`config.mk`:
```
export PLATFORM = sky130hd
export DESIGN_NAME = score_fill_controller
export DESIGN_NICKNAME = d
export VERILOG_FILES = /design/src/rtl/score_fill_controller_pkg.sv /design/src/rtl/score_fill_controller_iter.sv /design/src/rtl/score_fill_controller.sv
export SDC_FILE = /design/constraint.sdc
export NUM_CORES = 1
export LEC_CHECK = 0
export ABC_AREA = 1
export CORE_MARGIN = 3
export CORE_UTILIZATION = 52
export DETAILED_ROUTE_END_ITERATION = 8
export PLACE_DENSITY_LB_ADDON = 0.12
export SYNTH_ARGS = -nofsm -noshare
export SYNTH_HDL_FRONTEND = slang
export SYNTH_HIERARCHICAL = 1
export SYNTH_SLANG_ARGS = --single-unit
```
`constraint.sdc`:
```
create_clock -name clk -period 5.19 [get_ports clk]
set_input_delay 0.519 -clock clk [delete_from_list [all_inputs] [get_ports clk]]
set_output_delay 0.519 -clock clk [all_outputs]
set_load 0.02 [all_outputs]
```
`src/rtl/score_fill_controller_pkg.sv`:
```
`default_nettype none
// ============================================================================
// Module      : score_fill_controller_pkg
// Description : Shared Needleman-Wunsch definitions: controller state
//               encodings, default gap penalty, score width, clamp limits
//               and the saturating score helper.
// Revision    : 1.0 - initial release
// ============================================================================
package score_fill_controller_pkg;

    // 3-bit state encodings, shared with the traceback controller
    localparam logic [2:0] c_st_idle     = 3'd0;
    localparam logic [2:0] c_st_init     = 3'd1;
    localparam logic [2:0] c_st_read     = 3'd2;
    localparam logic [2:0] c_st_wait_max = 3'd3;
    localparam logic [2:0] c_st_write    = 3'd4;
    localparam logic [2:0] c_st_next     = 3'd5;
    localparam logic [2:0] c_st_done     = 3'd6;

    localparam int c_gap_default = -2;
    localparam int c_score_w     = 9;
    localparam int c_score_min   = -256;
    localparam int c_score_max   = 255;

    typedef enum logic [2:0] {
        S_IDLE     = c_st_idle,
        S_INIT     = c_st_init,
        S_READ     = c_st_read,
        S_WAIT_MAX = c_st_wait_max,
        S_WRITE    = c_st_write,
        S_NEXT     = c_st_next,
        S_DONE     = c_st_done
    } fill_state_t;

    // Saturate a wide signed value into the 9-bit score range
    function automatic logic signed [c_score_w-1:0] clamp_score(input int value);
        if (value < c_score_min) begin
            return c_score_w'(c_score_min);
        end else if (value > c_score_max) begin
            return c_score_w'(c_score_max);
        end else begin
            return c_score_w'(value);
        end
    endfunction

endpackage
`default_nettype wire

```
`src/rtl/score_fill_controller_iter.sv`:
```
`default_nettype none
// ============================================================================
// Module      : score_cell_iter
// Description : Row-major cell walker for the score matrix. Holds (i,j),
//               wraps j back to 1 at the end of a row while advancing i,
//               pulses change_index alongside the new row index and flags
//               the final cell (N,N).
// Revision    : 1.0 - initial release
// ============================================================================
module score_cell_iter #(
    parameter int N       = 128,
    parameter int BitAddr = $clog2(N + 1)
) (
    input  logic             clk,
    input  logic             rst,
    input  logic             clear,
    input  logic             load_first,
    input  logic             step,
    output logic [BitAddr:0] i,
    output logic [BitAddr:0] j,
    output logic             last,
    output logic             change_index
);

    localparam int               c_w   = BitAddr + 1;
    localparam logic [BitAddr:0] c_n   = c_w'(N);
    localparam logic [BitAddr:0] c_one = c_w'(1);

    logic [BitAddr:0] r_i;
    logic [BitAddr:0] r_j;
    logic             r_change_index;

    // Coordinate registers: clear, jump to (1,1), or advance row-major
    always_ff @(posedge clk) begin
        if (!rst) begin
            r_i            <= '0;
            r_j            <= '0;
            r_change_index <= 1'b0;
        end else begin
            r_change_index <= 1'b0;
            if (clear) begin
                r_i <= '0;
                r_j <= '0;
            end else if (load_first) begin
                r_i <= c_one;
                r_j <= c_one;
            end else if (step) begin
                if (r_j < c_n) begin
                    r_j <= r_j + c_one;
                end else if (r_i < c_n) begin
                    r_j            <= c_one;
                    r_i            <= r_i + c_one;
                    r_change_index <= 1'b1;
                end
            end
        end
    end

    assign i            = r_i;
    assign j            = r_j;
    assign change_index = r_change_index;
    assign last         = (r_i == c_n) && (r_j == c_n);

endmodule
`default_nettype wire

```
`src/rtl/score_fill_controller.sv`:
```
`default_nettype none
// ============================================================================
// Module      : score_fill_controller
// Description : Score-matrix fill sequencer. Writes the gap-penalty border
//               (row 0 / column 0), then walks cells (1,1)..(N,N) with a
//               read / wait-for-max / write-back handshake per cell.
//               All outputs are registered (Moore).
// Revision    : 1.0 - initial release
// ============================================================================
module score_fill_controller
    import score_fill_controller_pkg::*;
#(
    parameter int N       = 128,
    parameter int BitAddr = $clog2(N + 1),
    parameter int GAP     = c_gap_default
) (
    input  logic                        clk,
    input  logic                        rst,
    input  logic                        start,
    input  logic                        abort,
    input  logic                        hit,
    input  logic                        signal,
    input  logic                        max_valid,
    output logic                        en_init,
    output logic [BitAddr:0]            addr_init,
    output logic signed [c_score_w-1:0] data_init,
    output logic                        en_read,
    output logic                        change_index,
    output logic                        en_ins,
    output logic                        we,
    output logic [BitAddr:0]            i,
    output logic [BitAddr:0]            j,
    output logic                        busy,
    output logic                        done
);

    localparam int               c_w   = BitAddr + 1;
    localparam logic [BitAddr:0] c_n   = c_w'(N);
    localparam logic [BitAddr:0] c_one = c_w'(1);

    fill_state_t                 r_state;
    logic [BitAddr:0]            r_k;
    logic signed [c_score_w-1:0] r_data_init;
    logic                        r_en_init;
    logic                        r_en_read;
    logic                        r_en_ins;
    logic                        r_we;
    logic                        r_busy;
    logic                        r_done;

    logic                        w_clear;
    logic                        w_load_first;
    logic                        w_step;
    logic                        w_last;
    logic [BitAddr:0]            w_k_next;
    logic signed [c_score_w-1:0] w_data_next;

    // Iterator control decoded from the current state and this cycle's inputs
    always_comb begin
        w_clear      = 1'b0;
        w_load_first = 1'b0;
        w_step       = 1'b0;
        if (r_state != S_IDLE) begin
            w_clear = abort;
        end else begin
            w_clear = start && !abort;
        end
        if (!abort) begin
            w_load_first = (r_state == S_INIT) && hit && (r_k == c_n);
            w_step       = (r_state == S_NEXT) && !w_last;
        end
    end

    // Border value for the next init index, saturated so a long row cannot wrap
    assign w_k_next    = r_k + c_one;
    assign w_data_next = clamp_score(int'(w_k_next) * GAP);

    score_cell_iter #(
        .N       (N),
        .BitAddr (BitAddr)
    ) u_iter (
        .clk          (clk),
        .rst          (rst),
        .clear        (w_clear),
        .load_first   (w_load_first),
        .step         (w_step),
        .i            (i),
        .j            (j),
        .last         (w_last),
        .change_index (change_index)
    );

    // Main sequencer; abort from any active state wins over normal progress
    always_ff @(posedge clk) begin
        if (!rst) begin
            r_state     <= S_IDLE;
            r_k         <= '0;
            r_data_init <= '0;
            r_en_init   <= 1'b0;
            r_en_read   <= 1'b0;
            r_en_ins    <= 1'b0;
            r_we        <= 1'b0;
            r_busy      <= 1'b0;
            r_done      <= 1'b0;
        end else if ((r_state != S_IDLE) && abort) begin
            r_state     <= S_IDLE;
            r_k         <= '0;
            r_data_init <= '0;
            r_en_init   <= 1'b0;
            r_en_read   <= 1'b0;
            r_en_ins    <= 1'b0;
            r_we        <= 1'b0;
            r_busy      <= 1'b0;
            r_done      <= 1'b0;
        end else begin
            case (r_state)
                S_IDLE: begin
                    r_done <= 1'b0;
                    r_busy <= 1'b0;
                    if (start && !abort) begin
                        r_state     <= S_INIT;
                        r_k         <= '0;
                        r_data_init <= '0;
                        r_en_init   <= 1'b1;
                        r_we        <= 1'b1;
                        r_busy      <= 1'b1;
                    end
                end
                S_INIT: begin
                    // each index is held through one row write and one column write
                    if (hit) begin
                        if (r_k == c_n) begin
                            r_state   <= S_READ;
                            r_en_init <= 1'b0;
                            r_we      <= 1'b0;
                            r_en_read <= 1'b1;
                        end else begin
                            r_k         <= w_k_next;
                            r_data_init <= w_data_next;
                        end
                    end
                end
                S_READ: begin
                    if (signal) begin
                        r_state   <= S_WAIT_MAX;
                        r_en_read <= 1'b0;
                    end
                end
                S_WAIT_MAX: begin
                    if (max_valid) begin
                        r_state  <= S_WRITE;
                        r_en_ins <= 1'b1;
                        r_we     <= 1'b1;
                    end
                end
                S_WRITE: begin
                    r_state  <= S_NEXT;
                    r_en_ins <= 1'b0;
                    r_we     <= 1'b0;
                end
                S_NEXT: begin
                    if (w_last) begin
                        r_state <= S_DONE;
                        r_done  <= 1'b1;
                    end else begin
                        r_state   <= S_READ;
                        r_en_read <= 1'b1;
                    end
                end
                S_DONE: begin
                    r_state <= S_IDLE;
                    r_done  <= 1'b0;
                    r_busy  <= 1'b0;
                end
                default: begin
                    r_state   <= S_IDLE;
                    r_en_init <= 1'b0;
                    r_en_read <= 1'b0;
                    r_en_ins  <= 1'b0;
                    r_we      <= 1'b0;
                    r_busy    <= 1'b0;
                    r_done    <= 1'b0;
                end
            endcase
        end
    end

    assign en_init   = r_en_init;
    assign addr_init = r_k;
    assign data_init = r_data_init;
    assign en_read   = r_en_read;
    assign en_ins    = r_en_ins;
    assign we        = r_we;
    assign busy      = r_busy;
    assign done      = r_done;

endmodule
`default_nettype wire

```
==> results of run 1 <==
-- logic make-up (layout without fill, tap and decap cells) --
group	after synthesis	count (layout)	share of synthesized area, %
flip-flops	46	46	34.4
adder cells (fa/ha/maj)	7	7	3.27
AO/OA/AOI/OAI	50	50	9.68
AND/OR/NAND/NOR	238	238	40.9
XOR/XNOR	6	6	1.96
buffers and inverters	65	117	9.73
-- routing by layer --
| layer | part of all wire, % | track usage, % | up-vias |
|---|---|---|---|
| li1 | - | - | 1403 |
| met1 | 47 | 27.9 | 1230 |
| met2 | 46 | 37.2 | 68 |
| met3 | 5.3 | 4.87 | 10 |
| met4 | 1.9 | 8.36 | 0 |
| met5 | 0 | 0 | - |
-- worst max path at each step --
stage | start | to | cells after the start
detailed placement | abort | u_iter/j[8] | 15
floorplan | addr_init[0] | data_init[6] | 14
global placement | abort | u_iter/j[8] | 15
CTS | addr_init[0] | data_init[4] | 14
finish | addr_init[0] | data_init[4] | 14
global route | addr_init[0] | data_init[7] | 14
-- cells in the final DEF (no fill, tap or decap), types with 3 or more instances in the layout --
cell | synthesis | layout
inv_2 | 9 | 9
nor2_4 | 3 | 3
nor2_2 | 8 | 8
nor2_1 | 42 | 42
xor2_1 | 5 | 5
nand4_1 | 4 | 4
nand3b_1 | 3 | 3
inv_1 | 49 | 49
nand3_1 | 33 | 33
clkdlybuf4s50_1 | 0 | 49
ha_1 | 7 | 7
o21ai_1 | 4 | 4
nor3_1 | 10 | 10
nand2_2 | 14 | 14
nand2_1 | 114 | 114
clkbuf_8 | 0 | 6
o21ai_0 | 9 | 9
a21oi_1 | 33 | 33
dfxtp_1 | 46 | 46
-- through the flow --
step | total power [mW] | setup WS (ns) | area [sq um]
2_1_floorplan | 0.720 | 2.93 | 2680
3_3_place_gp | 0.831 | 2.74 | 3220
3_5_place_dp | 0.831 | 2.68 | 3220
4_1_cts | 1.06 | 2.78 | 3310
5_1_grt | 1.13 | 2.54 | 3310
6_report | 1.05 | 2.80 | 3310
-- worst reg2reg max path, delay by kind of cell (launching register included) --
kind / cells / cell delay (ns)
flip-flops: 1 / 0.49
AND/OR/NAND/NOR: 9 / 0.99
adder cells (fa/ha/maj): 2 / 0.48
AO/OA/AOI/OAI: 2 / 0.25
buffers and inverters: 1 / 0.07
-- power by group through the flow --
stage                     registers (mW)  logic [mW]  clock network (mW)
after detailed placement           0.417       0.415                   0
after global placement             0.418       0.414                   0
final                              0.410       0.417               0.227
after floorplan                    0.443       0.277                   0
after CTS                          0.410       0.417               0.235
after global routing               0.415       0.469               0.250
-- state kept, by name, indices dropped and copies added, names as in the netlist --
register,flops
en_ins,1
addr_init,9
u_iter/j,9
en_read,1
u_iter/i,9
done,1
data_init,9
we,1
busy,1
u_iter/change_index,1
r_state,3
en_init,1
-- layout make-up --
cell class,count,area (sq um)
Sequential cell,46,921
Inverter,59,221
Timing Repair Buffer,50,498
Clock inverter,1,5.00
Fill cell,442,1540
Multi-Input combinational cell,301,1490
Clock buffer,7,86.3
Tap cell,67,83.8
==> summary.txt, run 1 <==
Yosys
  • Asr flop ratio synth: 0%
  • Synth cell count leaders: nand2_1, inv_1, dfxtp_1
  • Post-Syn Instances: between 400 and 500
  • Distinct cells, synth: 31
  • Post-synth EDFFs: 0
  • Main synth FF type: dfxtp_1
  • Ranking of synthesized cells by area: dfxtp_1, nand2_1, inv_1, a21oi_1, nand3_1
  • Mapped Nets: about 430
  • Syn avg cell area: ~6.5 sq um
  • Post-synth top area share: between 30% and 40%
  • Register area share after synthesis: ~34%
  • Synthesized area: approximately 2700 sq um
  • Synth area leader: dfxtp_1
  • #FFs+latches synth: 46
  • Yosys Warn Count: 6
  • Most common cell in the netlist: nand2_1

Route
  • Post-DR vias/cell: around 5.1
  • Initial DRC Count: 94
  • Drt total wl: 6.27 mm
  • DRT antenna net count: 0
  • Vias: between 2000 and 3000
  • Drt pass-1 iters: 4
  • Wire per inst: roughly 12 um
  • Post-route DRC: 0

Timing
  • Final setup violating endpoints: 0
  • Max frequency: around 420 MHz
  • Max-slew violation count: 0
  • TNS Setup: 0 ns
  • RSZ-0062 raised after global routing: no
  • Hold Fails Final Rpt: 0
  • Worst-margin pin slew: around 0.62 ns
  • Clk_skew: 0.00289 ns
  • Slew HR: between 50% and 60%
  • Hold_ws: between 0.4 and 0.5 ns
  • Final period util: a little under half
  • Clock period minus worst slack: 2.39 ns

Clock network
  • Clock-pin transition on the worst setup and hold timing paths: roughly 0.080 ns
  • Clk_lat worst skew: about 0.3 ns
  • Clock Path Buffers: 2
  • Root Buffer: clkbuf_8
  • Cts hold-fix bufs: 0
  • Postcts setup bufs: 0
  • CTS tree: done
  • Num CTS Buffers: 5
  • Clock sinks: 46
  • CTS H-tree lvls: 2
  • Post_cts resized: 0

Die
  • I/O pins: 50
  • Die Wd: between 70 and 80 um
  • DIE HEIGHT: between 70 and 80 um
  • Initial core utilization: approximately 55%
  • Die Area: 6040 sq um
  • Core Rows: 25
  • Core Footprint: around 4800 sq um

GRT
  • Number of antenna violations at the first check in global routing: 0
  • Vias in the first global route: ~2500
  • Largest net degree at the start of global routing: 26
  • First-pass GRT wire length: around 11 mm
  • Gr ovfl total: 0
  • GR Util All Layers: roughly 22%

Worst hold path
  • Hold Startpoint: data_init[8]
  • Hold Path Depth: 2
  • Hold crit path type: flip-flop to flip-flop
  • Hold path endpoint: data_init[8]

Worst setup path
  • Crit path max fanout: 7
  • WP data required: 5.37 ns
  • Reg-to-reg critical path startpoint: addr_init[0]
  • Most used cell along the critical path: nand2_2
  • Crit path buffers/inverters: 1
  • Reg2reg path depth: 14
  • Largest stage delay on the critical path: 0.49 ns
  • Worst Path Arrival: 2.58 ns
  • Worst R2R Setup Slack: 2.80 ns
  • Cell family with most CP delay: simple AND/OR/NAND/NOR gates
  • CP endpoint kind: flip-flop
  • Setup CP Type: flip-flop to flip-flop
  • Crit-path slowest cell: dfxtp_1
  • Worst path cell trace: ha_1 -> nand2_2 -> o21ai_1 -> nand2_2 -> inv_2 -> nand3_2 -> nor2_1 -> ha_1 -> nor2_1 -> nand3_1 -> nand2_2 -> nand2_1 -> nand3_1 -> a21oi_1
  • Reg2Reg Capture Point: data_init[4]
  • Crit start category: flip-flop

Finish
  • Antenna diodes: 0
  • P&R area growth vs syn: 23.7%
  • Final Non-Filler Cells: between 500 and 600
  • Fin nets: between 400 and 500
  • Layout cell share with drive strength beyond 1: 10.1%
  • Final core utilization: 68.3%

Place
  • IO buf count: 49
  • Final RePlAce weighted congestion: about 0.87
  • Placed cells: ~520
  • Detailed Place HPWL: between 4 and 5 mm

Power and ir drop
  • P per Cell Area: roughly 320 nW/um^2
  • Switching share of total power: 40.3%
  • Flop pwr share: ~39%
  • Net Sw Power: 0.425 mW
  • Clk pwr share: between 20% and 30%
  • Pleak: between 1 and 1.5 nW
  • Comb pwr share: just under 40%
  • Worst vdd ir: 0.220 mV
  • Int Power: 0.630 mW

Run status
  • Outcome: completed

Run
  • MaxCap Viol Count: 0
Note: power is estimated with default switching activity, not from simulation.
==> run 2: changes to the inputs <==
Settings changed: CORE_UTILIZATION 52 to 47.
Clock period 5.19 ns to 2.2 ns, I/O delays scaled along.
==> run 2 against run 1 <==
Die area up 9.8%. Design area up 7.2%. Count of clock-buffer cells in the layout unchanged. Combinational power grew to 2.7 times the previous value. Total power increased by 150%. Wire length is 2.7% higher. Worst hold slack got worse by 0.011 ns. First-iteration DRC count up 49%. Critical endpoint is now data_init[5].
==> summary.txt, run 2 (synthesis gave the netlist of run 1 again) <==
Run status
  • Outcome: completed

Timing
  • Clk_skew: 0.00712 ns (+0.00423 ns)
  • Clock period minus worst slack: 2.05 ns (-0.341 ns)
  • Slew HR: 79.7% (+21 points)
  • Max-slew violation count: 0 (unchanged)
  • Final period util: 93.2% (+47 points)
  • RSZ-0062 raised after global routing: yes
  • Hold Fails Final Rpt: 0 (unchanged)
  • Hold_ws: 0.464 ns (-0.0112 ns)
  • Worst-margin pin slew: 0.301 ns (-0.320 ns)
  • Final setup violating endpoints: 0 (unchanged)
  • Max frequency: 488 MHz (+17%)

Place
  • Detailed Place HPWL: 4.81 mm (+1.4%)
  • DP Area: 3320 sq um (+3.2%)
  • IO buf count: 49 (unchanged)
  • Final RePlAce weighted congestion: 0.856 (-1.2%)

GRT
  • Gr ovfl total: 0 (unchanged)
  • Vias in the first global route: 2606 (+2.4%)
  • GR Util All Layers: 20.8% (-1.4 points)
  • First-pass GRT wire length: 11.1 mm (about the same)
  • Number of antenna violations at the first check in global routing: 0 (unchanged)
  • Largest net degree at the start of global routing: 19 (-27%)

Die
  • Core Footprint: 5300 sq um (+9.4%)
  • I/O pins: 50 (unchanged)
  • Core Rows: 26 (+4.0%)
  • Initial core utilization: 50.4% (-4.7 points)
  • Die Wd: 81.4 um (+4.8%)
  • Die Area: 6630 sq um (+9.8%)
  • DIE HEIGHT: 81.4 um (+4.8%)

Clock network
  • Clock Path Buffers: 2 (unchanged)
  • CTS H-tree lvls: 2 (unchanged)
  • Clk_lat worst skew: 0.30 ns (about the same)
  • Cts hold-fix bufs: 0 (unchanged)
  • Clock-pin transition on the worst setup and hold timing paths: 0.08 ns (about the same)
  • Clock sinks: 46 (unchanged)
  • Root Buffer: clkbuf_8
  • Num CTS Buffers: 5 (unchanged)
  • CTS tree: done

Route
  • Post-route DRC: 0 (unchanged)
  • Drt total wl: 6.44 mm (+2.7%)
  • Post-DR vias/cell: 4.92 (-3.7%)
  • Vias: 2720 (+0.33%)
  • Drt pass-1 iters: 4 (unchanged)
  • Initial DRC Count: 140 (+49%)
  • Wire per inst: 11.6 um (-1.4%)
  • DRT antenna net count: 0 (unchanged)

Finish
  • Commonest non-fill, non-tap cell in the layout: nand2_1
  • FILL cells: 467 (+5.7%)
  • Antenna diodes: 0 (unchanged)
  • Highest-count cells in the layout ignoring fill and taps: nand2_1, clkdlybuf4s50_1, inv_1
  • Register area: 936 sq um (+1.6%)
  • Fin nets: 496 (+4.0%)
  • Multi-input logic area: 1560 sq um (+4.2%)
  • Post-route cell area: 3550 sq um (+7.2%)
  • Layout cell share with drive strength beyond 1: 17.6% (+7.5 points)
  • P&R area growth vs syn: 32.6%

Worst setup path
  • Crit start category: flip-flop
  • WP data required: 2.39 ns (-2.98 ns)
  • Worst Path Arrival: 2.24 ns (-0.34 ns)
  • Crit path max fanout: 7 (unchanged)
  • Setup CP Type: flip-flop to flip-flop
  • CP endpoint kind: flip-flop

Run
  • MaxCap Viol Count: 0 (unchanged)

Power and ir drop
  • Pleak: 1.44 nW (+9.1%)
  • Worst vdd ir: 0.459 mV (+110%)
  • P per Cell Area: 741 nW/um^2 (+130%)

Worst hold path
  • Hold crit path type: flip-flop to flip-flop
==> run 2: cell type report <==
cell class | instances | area share (%)
inverter | 59 | 6.31
clock buffer | 7 | 2.43
multi-input combinational | 301 | 43.9
clock inverter | 1 | 0.141
sequential | 46 | 26.4
timing repair buffer | 69 | 18.4
tap | 70 | 2.47
==> run 2: power breakdown <==
group | internal (mW) | switching, mW
combinational | 0.434 | 0.696
clock | 0.254 | 0.280
sequential | 0.907 | 0.0585
total | 1.59 | 1.03
==> run 2: timing repair <==
action,in CTS,in global routing
setup buffers,1,5
pin swaps,0,17
gates resized for setup,1,26
setup endpoints to repair,6,23
==> run 2: through the flow <==
stage / setup TNS [ns] / cells / power (mW) / setup slack [ns] / utilization (%)
2_1_floorplan: 0 / 412 / 1.70 / 0.0778 / -
3_3_place_gp: 0 / 539 / 2.03 / 0.0369 / 62.6
3_5_place_dp: -0.0284 / 539 / 2.02 / -0.0184 / 62.6
4_1_cts: 0 / 548 / 2.57 / 0.0182 / 64.6
5_1_grt: -0.291 / 553 / 2.83 / -0.0510 / 66.9
6_report: 0 / 553 / 2.63 / 0.149 / 66.9
==> run 2: worst max-delay path: stages (launching register included) <==
cell     delay, ns
dfxtp_4       0.39
ha_4          0.18
nand2_4       0.11
inv_4         0.05
nand3_1       0.07
nand2_2       0.08
inv_2         0.07
nand3_2       0.08
nor2_1        0.10
ha_1          0.25
nor2_1        0.10
nand3_1       0.11
nand2_2       0.13
nand2_1       0.07
nand3_1       0.09
a21oi_1       0.07
==> run 2: metal layers <==
metal / global-route usage [%] / routed length, um / up-vias / part of all wire (%)
li1: - / - / 1447 / -
met1: 27.7 / 3140 / 1220 / 49
met2: 34.5 / 3030 / 51 / 47
met3: 4.28 / 252 / 2 / 3.9
met4: 5.07 / 17 / 0 / 0.26
met5: 0 / 0 / - / 0
==> run 2: worst paths after layout <==
check / end / from / slack (ns) / cells after the start
max: data_init[5] / addr_init[1] / 0.15 / 15
min: en_read / en_read / 0.46 / 2
max reg2reg: data_init[5] / addr_init[1] / 0.15 / 15
min reg2reg: en_read / en_read / 0.46 / 2
